==> config.mk <==
export PLATFORM = sky130hd
export DESIGN_NAME = stopwatch_lap_ctrl
export DESIGN_NICKNAME = d
export VERILOG_FILES = /design/src/rtl/stopwatch_pkg.sv /design/src/rtl/stopwatch_lap_buf.sv /design/src/rtl/stopwatch_lap_ctrl.sv
export SDC_FILE = /design/constraint.sdc
export NUM_CORES = 1
export LEC_CHECK = 0
export CAP_MARGIN = 20
export CORE_ASPECT_RATIO = 0.6
export CORE_MARGIN = 4
export CORE_UTILIZATION = 35
export DETAILED_ROUTE_END_ITERATION = 8
export GPL_TIMING_DRIVEN = 0
export SLEW_MARGIN = 20
export SYNTH_ARGS = -nofsm -noshare
export SYNTH_HDL_FRONTEND = slang
export SYNTH_HIERARCHICAL = 1
export SYNTH_SLANG_ARGS = --single-unit
==> constraint.sdc <==
create_clock -name clk -period 5.5 [get_ports clk]
set_clock_uncertainty 0.2 [all_clocks]
set_input_delay 0.825 -clock clk [delete_from_list [all_inputs] [get_ports clk]]
set_output_delay 0.825 -clock clk [all_outputs]
set_load 0.1 [all_outputs]
==> src/rtl/stopwatch_pkg.sv <==
// Shared stopwatch definitions: time-counter command encodings, the
// controller state enumeration and the lap entry width.
package stopwatch_pkg;

    // Command driven to the time counter.
    typedef enum logic [1:0] {
        CNT_CLEAR = 2'b00,
        CNT_RUN   = 2'b01,
        CNT_HOLD  = 2'b10
    } cnt_ctrl_e;

    // Controller states.
    typedef enum logic [1:0] {
        ST_IDLE   = 2'b00,
        ST_RUN    = 2'b01,
        ST_PAUSE  = 2'b10,
        ST_RECALL = 2'b11
    } sw_state_e;

    // Six BCD digits per lap entry: {m1, m0, s1, s0, ms1, ms0}.
    localparam int LAP_W = 24;

    // Moore decode of the counter command from the controller state.
    function automatic cnt_ctrl_e state_to_ctrl(input sw_state_e st);
        case (st)
            ST_IDLE:   return CNT_CLEAR;
            ST_RUN:    return CNT_RUN;
            ST_PAUSE:  return CNT_HOLD;
            ST_RECALL: return CNT_HOLD;
            default:   return CNT_CLEAR;
        endcase
    endfunction

endpackage

==> src/rtl/stopwatch_lap_buf.sv <==
// Lap snapshot storage: DEPTH x 24-bit registers with one synchronous
// write port and one combinational read port.
module stopwatch_lap_buf
    import stopwatch_pkg::*;
#(
    parameter int DEPTH = 4,
    parameter int AW    = $clog2(DEPTH)
) (
    input  logic             clk,
    input  logic             we,
    input  logic [AW-1:0]    waddr,
    input  logic [LAP_W-1:0] wdata,
    input  logic [AW-1:0]    raddr,
    output logic [LAP_W-1:0] rdata
);

    logic [LAP_W-1:0] mem [DEPTH];

    // Capture one lap entry on a write strobe.
    // NOTE: the storage has no reset; the controller's lap count decides
    // which entries are valid, so stale contents are never displayed.
    always_ff @(posedge clk) begin
        if (we) begin
            mem[waddr] <= wdata;
        end
    end

    // Combinational read of the entry selected for display.
    always_comb begin
        rdata = mem[raddr];
    end

endmodule

==> src/rtl/stopwatch_lap_ctrl.sv <==
// Stopwatch controller: Moore FSM commanding the time counter, lap capture
// into a small buffer, and lap recall onto registered display digits.
module stopwatch_lap_ctrl
    import stopwatch_pkg::*;
#(
    parameter int LAP_DEPTH = 4
) (
    input  logic                         clk,
    input  logic                         rst_n,
    input  logic                         i_start_pause,
    input  logic                         i_stop,
    input  logic                         i_lap,
    input  logic                         i_recall,
    input  logic [3:0]                   t_ms0,
    input  logic [3:0]                   t_ms1,
    input  logic [3:0]                   t_s0,
    input  logic [3:0]                   t_s1,
    input  logic [3:0]                   t_m0,
    input  logic [3:0]                   t_m1,
    output logic [1:0]                   cnt_ctrl,
    output logic [3:0]                   d_ms0,
    output logic [3:0]                   d_ms1,
    output logic [3:0]                   d_s0,
    output logic [3:0]                   d_s1,
    output logic [3:0]                   d_m0,
    output logic [3:0]                   d_m1,
    output logic [$clog2(LAP_DEPTH):0]   o_lap_cnt,
    output logic [$clog2(LAP_DEPTH)-1:0] o_lap_idx,
    output logic                         o_lap_full,
    output logic                         o_recall
);

    localparam int IDX_W = $clog2(LAP_DEPTH);
    localparam int CNT_W = IDX_W + 1;

    sw_state_e        state, state_nxt;
    logic [CNT_W-1:0] lap_cnt, lap_cnt_nxt;
    logic [IDX_W-1:0] lap_idx, lap_idx_nxt;
    logic             lap_we;
    logic             lap_full;
    logic [LAP_W-1:0] live_digits;
    logic [LAP_W-1:0] lap_rdata;
    logic [LAP_W-1:0] disp_q;

    assign live_digits = {t_m1, t_m0, t_s1, t_s0, t_ms1, t_ms0};
    assign lap_full    = (lap_cnt == CNT_W'(LAP_DEPTH));

    // State, lap count and recall index registers.
    always_ff @(posedge clk or negedge rst_n) begin
        if (!rst_n) begin
            state   <= ST_IDLE;
            lap_cnt <= '0;
            lap_idx <= '0;
        end else begin
            state   <= state_nxt;
            lap_cnt <= lap_cnt_nxt;
            lap_idx <= lap_idx_nxt;
        end
    end

    // Next-state, lap capture and recall index; pulse priority is
    // stop > start_pause > lap > recall.
    // NOTE: every output of this block gets a default first so no path
    // leaves a value unassigned and no latch is inferred; assignments here
    // are blocking because this is combinational logic, not state.
    always_comb begin
        state_nxt   = state;
        lap_cnt_nxt = lap_cnt;
        lap_idx_nxt = lap_idx;
        lap_we      = 1'b0;

        case (state)
            ST_IDLE: begin
                if (i_start_pause) begin
                    state_nxt = ST_RUN;
                end
            end
            ST_RUN: begin
                if (i_stop) begin
                    state_nxt = ST_IDLE;
                end else if (i_start_pause) begin
                    state_nxt = ST_PAUSE;
                end else if (i_lap && !lap_full) begin
                    lap_we      = 1'b1;
                    lap_cnt_nxt = lap_cnt + CNT_W'(1);
                end
            end
            ST_PAUSE: begin
                if (i_stop) begin
                    state_nxt = ST_IDLE;
                end else if (i_start_pause) begin
                    state_nxt = ST_RUN;
                end else if (i_recall && (lap_cnt != '0)) begin
                    state_nxt   = ST_RECALL;
                    lap_idx_nxt = '0;
                end
            end
            ST_RECALL: begin
                if (i_stop) begin
                    state_nxt = ST_PAUSE;
                end else if (i_start_pause) begin
                    state_nxt = ST_RUN;
                end else if (i_recall) begin
                    if ({1'b0, lap_idx} == lap_cnt - CNT_W'(1)) begin
                        lap_idx_nxt = '0;
                    end else begin
                        lap_idx_nxt = lap_idx + IDX_W'(1);
                    end
                end
            end
            default: begin
                state_nxt = ST_IDLE;
            end
        endcase

        // Any transition into (or stay in) IDLE forgets all stored laps.
        if (state_nxt == ST_IDLE) begin
            lap_cnt_nxt = '0;
            lap_idx_nxt = '0;
        end
    end

    stopwatch_lap_buf #(
        .DEPTH (LAP_DEPTH)
    ) u_lap_buf (
        .clk   (clk),
        .we    (lap_we),
        .waddr (lap_cnt[IDX_W-1:0]),
        .wdata (live_digits),
        .raddr (lap_idx),
        .rdata (lap_rdata)
    );

    // Registered display: selected lap while recalling, live time otherwise.
    always_ff @(posedge clk or negedge rst_n) begin
        if (!rst_n) begin
            disp_q <= '0;
        end else if (state == ST_RECALL) begin
            disp_q <= lap_rdata;
        end else begin
            disp_q <= live_digits;
        end
    end

    assign {d_m1, d_m0, d_s1, d_s0, d_ms1, d_ms0} = disp_q;

    assign cnt_ctrl   = state_to_ctrl(state);
    assign o_lap_cnt  = lap_cnt;
    assign o_lap_idx  = lap_idx;
    assign o_lap_full = lap_full;
    assign o_recall   = (state == ST_RECALL);

endmodule

### Yosys cells after proc, flatten, opt, wreduce, memory -nomap -nowiden

Memories as Yosys holds them, arrays and structs flattened.
Index checks and enable logic that the tools add are counted.

* equality and inequality tests: 13
* mux-type cells: 30
* add/sub/neg operators: 3
* reductions and logical operators: 12

Operators by type and width (count)
* 2-to-1 mux 2 bit: 15
* 2-to-1 mux 24 bit: 1
* 2-to-1 mux 3 bit: 5
* inequality test 3 x 2 -> 1 bit, second input constant: 3
* inequality test 3 bit, second input constant: 3
* case mux 2 bit (4 select lines): 1
* AND reduction 7 bit: 1
* 2-to-1 mux 1 bit: 6
* case mux 2 bit (3 select lines): 1
* nonzero test 3 bit: 2
* == test 2 bit, second input constant: 2
* logical NOT 2 bit: 2
* inequality test 2 x 1 -> 1 bit, second input constant: 2
* case mux 2 bit (2 select lines): 1
* AND reduction 4 bit: 1
* nonzero test 2 bit: 2
* adder 3 x 1 -> 3 bit, second input constant: 1
* == test 2 x 3 -> 1 bit: 1
* == test 3 bit, second input constant: 1
* subtractor 3 x 1 -> 3 bit, second input constant: 1
* adder 2 x 1 -> 2 bit, second input constant: 1
* == test 2 x 1 -> 1 bit, second input constant: 1
* logical AND 1 bit: 2
* OR reduction 2 bit: 1
* logical NOT 1 bit: 1

* output and inout port bits: 33
* memories kept: 1
* register bits after elaboration: 31
* RAM bits: 96
* input bits: 30

Memories
* u_lap_buf.mem: depth 4, width 24, read ports 1, clocked after Yosys merged registers in 0, wr ports 1, RTL line stopwatch_lap_buf.sv:17 `logic [LAP_W-1:0] mem [DEPTH];`

### Logic depth before layout (Yosys ltp)

* depth in word-level cells: 9
* mapped depth: 7
* gate-level depth less buffers: 6

### Hierarchy

The synthesis kept the hierarchy.

Modules (own cells, without submodules)
* stopwatch_lap_buf: cells an instance 130, times used 1, area each 3534.6 sq um, seq. area each 2882.8 sq um
* stopwatch_lap_ctrl: cells an instance 105, times used 1, area each 1387.6 sq um, seq. area each 775.7 sq um

### Worst setup path after synthesis

OpenSTA, ideal clock, no wires.

* kind: register to register
* from: register lap_cnt[0], in the netlist o_lap_cnt[0]
* to: memory u_lap_buf.mem[0][0] (enable)
* library setup time: 441 ps
* cell stages (with the launch flop): 7
* clock period less this slack: 4453 ps
* arrival time: 3813 ps
* path slack: 1047 ps
* path buffers: 1
* path through: dfrtp_1 inv_1 ha_1 a211oi_1 and3_1 buf_2 nor3b_1

* longest elaborated chain between the ends: 9

RTL lines
* from (decl): RTL line stopwatch_lap_ctrl.sv:37 `logic [CNT_W-1:0] lap_cnt, lap_cnt_nxt;`
* from (signal assigned): RTL line stopwatch_lap_ctrl.sv:56 `lap_cnt <= lap_cnt_nxt;`
* == test 3 bit: RTL line stopwatch_lap_ctrl.sv:46 `assign lap_full = (lap_cnt == CNT_W'(LAP_DEPTH));`
* logical NOT 1 bit: RTL line stopwatch_lap_ctrl.sv:83 `end else if (i_lap && !lap_full) begin`
* logical AND 1 bit: RTL line stopwatch_lap_ctrl.sv:83
* 2-to-1 mux 1 bit: RTL line stopwatch_lap_ctrl.sv:83
* 2-to-1 mux 1 bit: RTL line stopwatch_lap_ctrl.sv:81 `end else if (i_start_pause) begin`
* 2-to-1 mux 1 bit: RTL line stopwatch_lap_ctrl.sv:79 `if (i_stop) begin`
* 2-to-1 mux 1 bit: RTL line stopwatch_lap_ctrl.sv:72 `case (state)`
* via lap_we: RTL line stopwatch_lap_ctrl.sv:39 `logic lap_we;`
* 2-to-1 mux 1 bit: RTL line stopwatch_lap_buf.sv:23 `if (we) begin`
* 2-to-1 mux 1 bit (not written as such): RTL line stopwatch_lap_buf.sv:24 `mem[waddr] <= wdata;`
* to (decl): RTL line stopwatch_lap_buf.sv:17

The timed path passes the listed nets, and every way through them passes these cells.

### Worst setup path in the final report

* from: register state[0]
* to: output port o_recall

* longest elaborated chain between the ends: 1

RTL lines
* from (decl): RTL line stopwatch_lap_ctrl.sv:36 `sw_state_e state, state_nxt;`
* from (signal assigned): RTL line stopwatch_lap_ctrl.sv:55 `state <= state_nxt;`
* == test 2 bit: RTL line stopwatch_lap_ctrl.sv:151 `assign o_recall = (state == ST_RECALL);`
* to (decl): RTL line stopwatch_lap_ctrl.sv:30 `output logic o_recall`

Every way passes these cells.

==> results by group <==
Placed design
  – DP HPWL: 6.24 mm
  – PortBufs: 62
  – GP Congestion: ~0.74

Layout
  – # nets final: ~350
  – Most common cell after layout, fill and taps aside: edfxtp_1
  – Layout cells sized above 1: around 28%
  – # fillers: ~1,200
  – Most frequent cells in the layout: 96 x edfxtp_1, 61 x clkdlybuf4s50_1, 31 x dfrtp_1
  – Area delta synth->final: 31.5%
  – Diode count: 0

Clock tree
  – Clk pin slew, worst setup/hold paths: 0.06 ns
  – CTS resizes: 0
  – CTS Buffer Depth: 2
  – Clk_lat worst skew: 0.40 ns
  – CTS Sinks: 127
  – Post-CTS Hold Fix Bufs: 0
  – H-tree depth: 4
  – TritonCTS buffer count: 17
  – CTS tree: done
  – Post-CTS Setup Inserts: 0
  – Root Driver: clkbuf_16

Detailed routing
  – DRT antenna net count: 0
  – Initial DRC count: ~140
  – Routed WL: between 9 and 10 mm
  – Vias: ~2,500
  – DRC errors left: 0
  – Pre-Repair DR Iteration Count: 4
  – Via density: ~4.7
  – DR WL/cell: approximately 18 um

GRT
  – Total track usage: 13.2%
  – Gr ovfl total: 0
  – Largest net degree at the start of global routing: 25
  – Initial antenna violation count: 0
  – Vias in the first global route: 2,672
  – First-pass GRT wire length: between 15 and 20 mm

Critical path
  – Crit path launch type: register
  – Critical Path RT: between 4 and 5 ns
  – Worst-path cell chain: nand2_2 > buf_2 > inv_1 > clkdlybuf4s50_1
  – Arrival @ worst endpoint: between 2 and 3 ns
  – CP max FO: 10
  – Worst R2R Start: o_lap_cnt[0]
  – Crit. End Element: output port
  – R2R Setup Slk: 2.59 ns
  – R2R cell count: 8
  – Critical path class: register to output port
  – Reg2reg end: u_lap_buf/mem[0][10]
  – Slowest cell on crit path: clkdlybuf4s50_1
  – CP endpoint: o_recall
  – Worst setup startpoint: state[0]
  – Max incr delay on CP: 1.14 ns

Synthesis
  – Syn Inst Count: 235
  – XOR/XNOR share of the synthesized area: 0.890%
  – Synth Area in Adders: less than 1%
  – Async set-reset flop share out of synthesis: approximately a quarter
  – Largest family of logic cells by synthesized area: multiplexers
  – Compound-Gate Fraction of Synth Area: about 1.8%
  – Post-synth EDFFs: 96
  – Cell Area, Synth: a little under 5000 um2
  – Library cells used by synthesis: 40
  – Synth Area in Simple Gates: 2.95%
  – Synth warn: 6
  – Syn nets: 268
  – Sequential area share after synthesis: roughly three quarters
  – Synthesis-stage register bit count: about 130
  – Main synth FF type: edfxtp_1
  – Mux cell area share after synthesis: between 10% and 20%
  – Syn avg cell area: ~21 um2

Floorplan
  – Rows: 33
  – Io pins: between 60 and 70
  – DIE HEIGHT: roughly 100 um
  – Initial Util: a little over a third
  – DIE WIDTH: around 160 um
  – Core area: 13,700 um2
  – Die ar.: 16,100 um2

Power and ir drop
  – Pwr/cell area: 397 nW/um2
  – Maximum vdd ir drop: 0.000197 V
  – Total power: roughly 2600 uW
  – Leak: roughly 0.0023 uW

STA
  – Min Hold Slack: between 0.15 and 0.2 ns
  – Slew Viols, Final: 0
  – Final hold vios: 0
  – Setup violators final: 0
  – Setup Total Neg Slack: 0 ns
  – Least-Margin Pin Slew: around 1 ns
  – Fmax: 0.273 GHz
  – Fin crit share: about 66%
  – Unrepaired setup endpoints after global routing: false
  – Max-slew headroom: about 34%
  – Tmin final: 3.66 ns

Worst hold path
  – HP Class: input port to async pin

Run status
  – Status: finished clean

Job
  – MaxCap Viol Count: 0
==> worst min path at each step <==
| stage | end |
|---|---|
| 4_1_cts | o_lap_cnt[2] |
| 5_1_grt | o_lap_cnt[2] |
| 3_5_place_dp | o_lap_idx[1] |
| 2_1_floorplan | disp_q[0] |
| 6_report | o_lap_cnt[2] |
| 3_3_place_gp | o_lap_cnt[2] |
==> state kept, by name (all words and copies together), names as in the netlist <==
| name | cells |
|---|---|
| disp_q | 24 |
| o_lap_cnt | 3 |
| o_lap_idx | 2 |
| state | 2 |
| u_lap_buf/mem | 96 |
==> cells in the mapped netlist (all sizes together), types with 2 or more instances <==
cell type | number | share of area (%)
xor2 | 2 | 0.36
inv | 6 | 0.46
mux2 | 24 | 5.5
and3 | 2 | 0.25
clkbuf | 2 | 0.15
nor2 | 4 | 0.30
xnor2 | 3 | 0.53
a32o | 2 | 0.41
ha | 3 | 0.76
buf | 9 | 1.7
nor2b | 2 | 0.41
dfrtp | 31 | 16
edfxtp | 96 | 59
o21ai | 2 | 0.20
mux4 | 24 | 11
and3b | 2 | 0.36
nand2 | 3 | 0.28
nor3b | 2 | 0.30
==> where the power goes <==
part	switching [uW]	internal (uW)
registers	11.9	1060
clock network	392	802
logic	213	90.5
==> layer usage <==
| layer | up-vias | track usage, % | wire (um) |
|---|---|---|---|
| li1 | 1110 | - | - |
| met1 | 1287 | 19.3 | 4860 |
| met2 | 61 | 18.4 | 4280 |
| met3 | 6 | 4.76 | 484 |
| met4 | 0 | 4.33 | 78 |
| met5 | - | 0 | 0 |
==> final cells by class <==
| class | instances | area [um2] | share of cell area (%) |
|---|---|---|---|
| tap | 192 | 240 | 3.71 |
| sequential | 127 | 3660 | 56.5 |
| multi-input combinational | 91 | 1160 | 17.9 |
| clock inverter | 11 | 190 | 2.94 |
| inverter | 6 | 22.5 | 0.348 |
| clock buffer | 21 | 440 | 6.80 |
| timing repair buffer | 66 | 673 | 10.4 |
| buffer | 11 | 91.3 | 1.41 |
==> cells by family (layout without fill, tap and decap cells) <==
group,after synthesis,count (layout)
xor+xnor,5,5
mux,49,49
flops,127,127
buf+inv,17,115
fa+ha+maj,3,3
simple gates,22,22
compound gates,12,12
==> critical path, delay by kind of cell, from the launching register on <==
kind / cells / cell delay (ns)
buffers and inverters: 3 / 1.56
DFF: 1 / 0.45
and+or+nand+nor: 1 / 0.21
==> per-stage QoR <==
stage	setup WS, ns	util (%)	instances	area [um2]
after global routing	1.75	47.2	525	6470
after CTS	1.79	47.2	525	6470
final	1.84	47.2	525	6470
after floorplan	1.05	-	235	4920
after global placement	-0.430	42.2	489	5780
after detailed placement	2.04	42.6	493	5840
No activity file was read; power rests on OpenSTA's default activity.
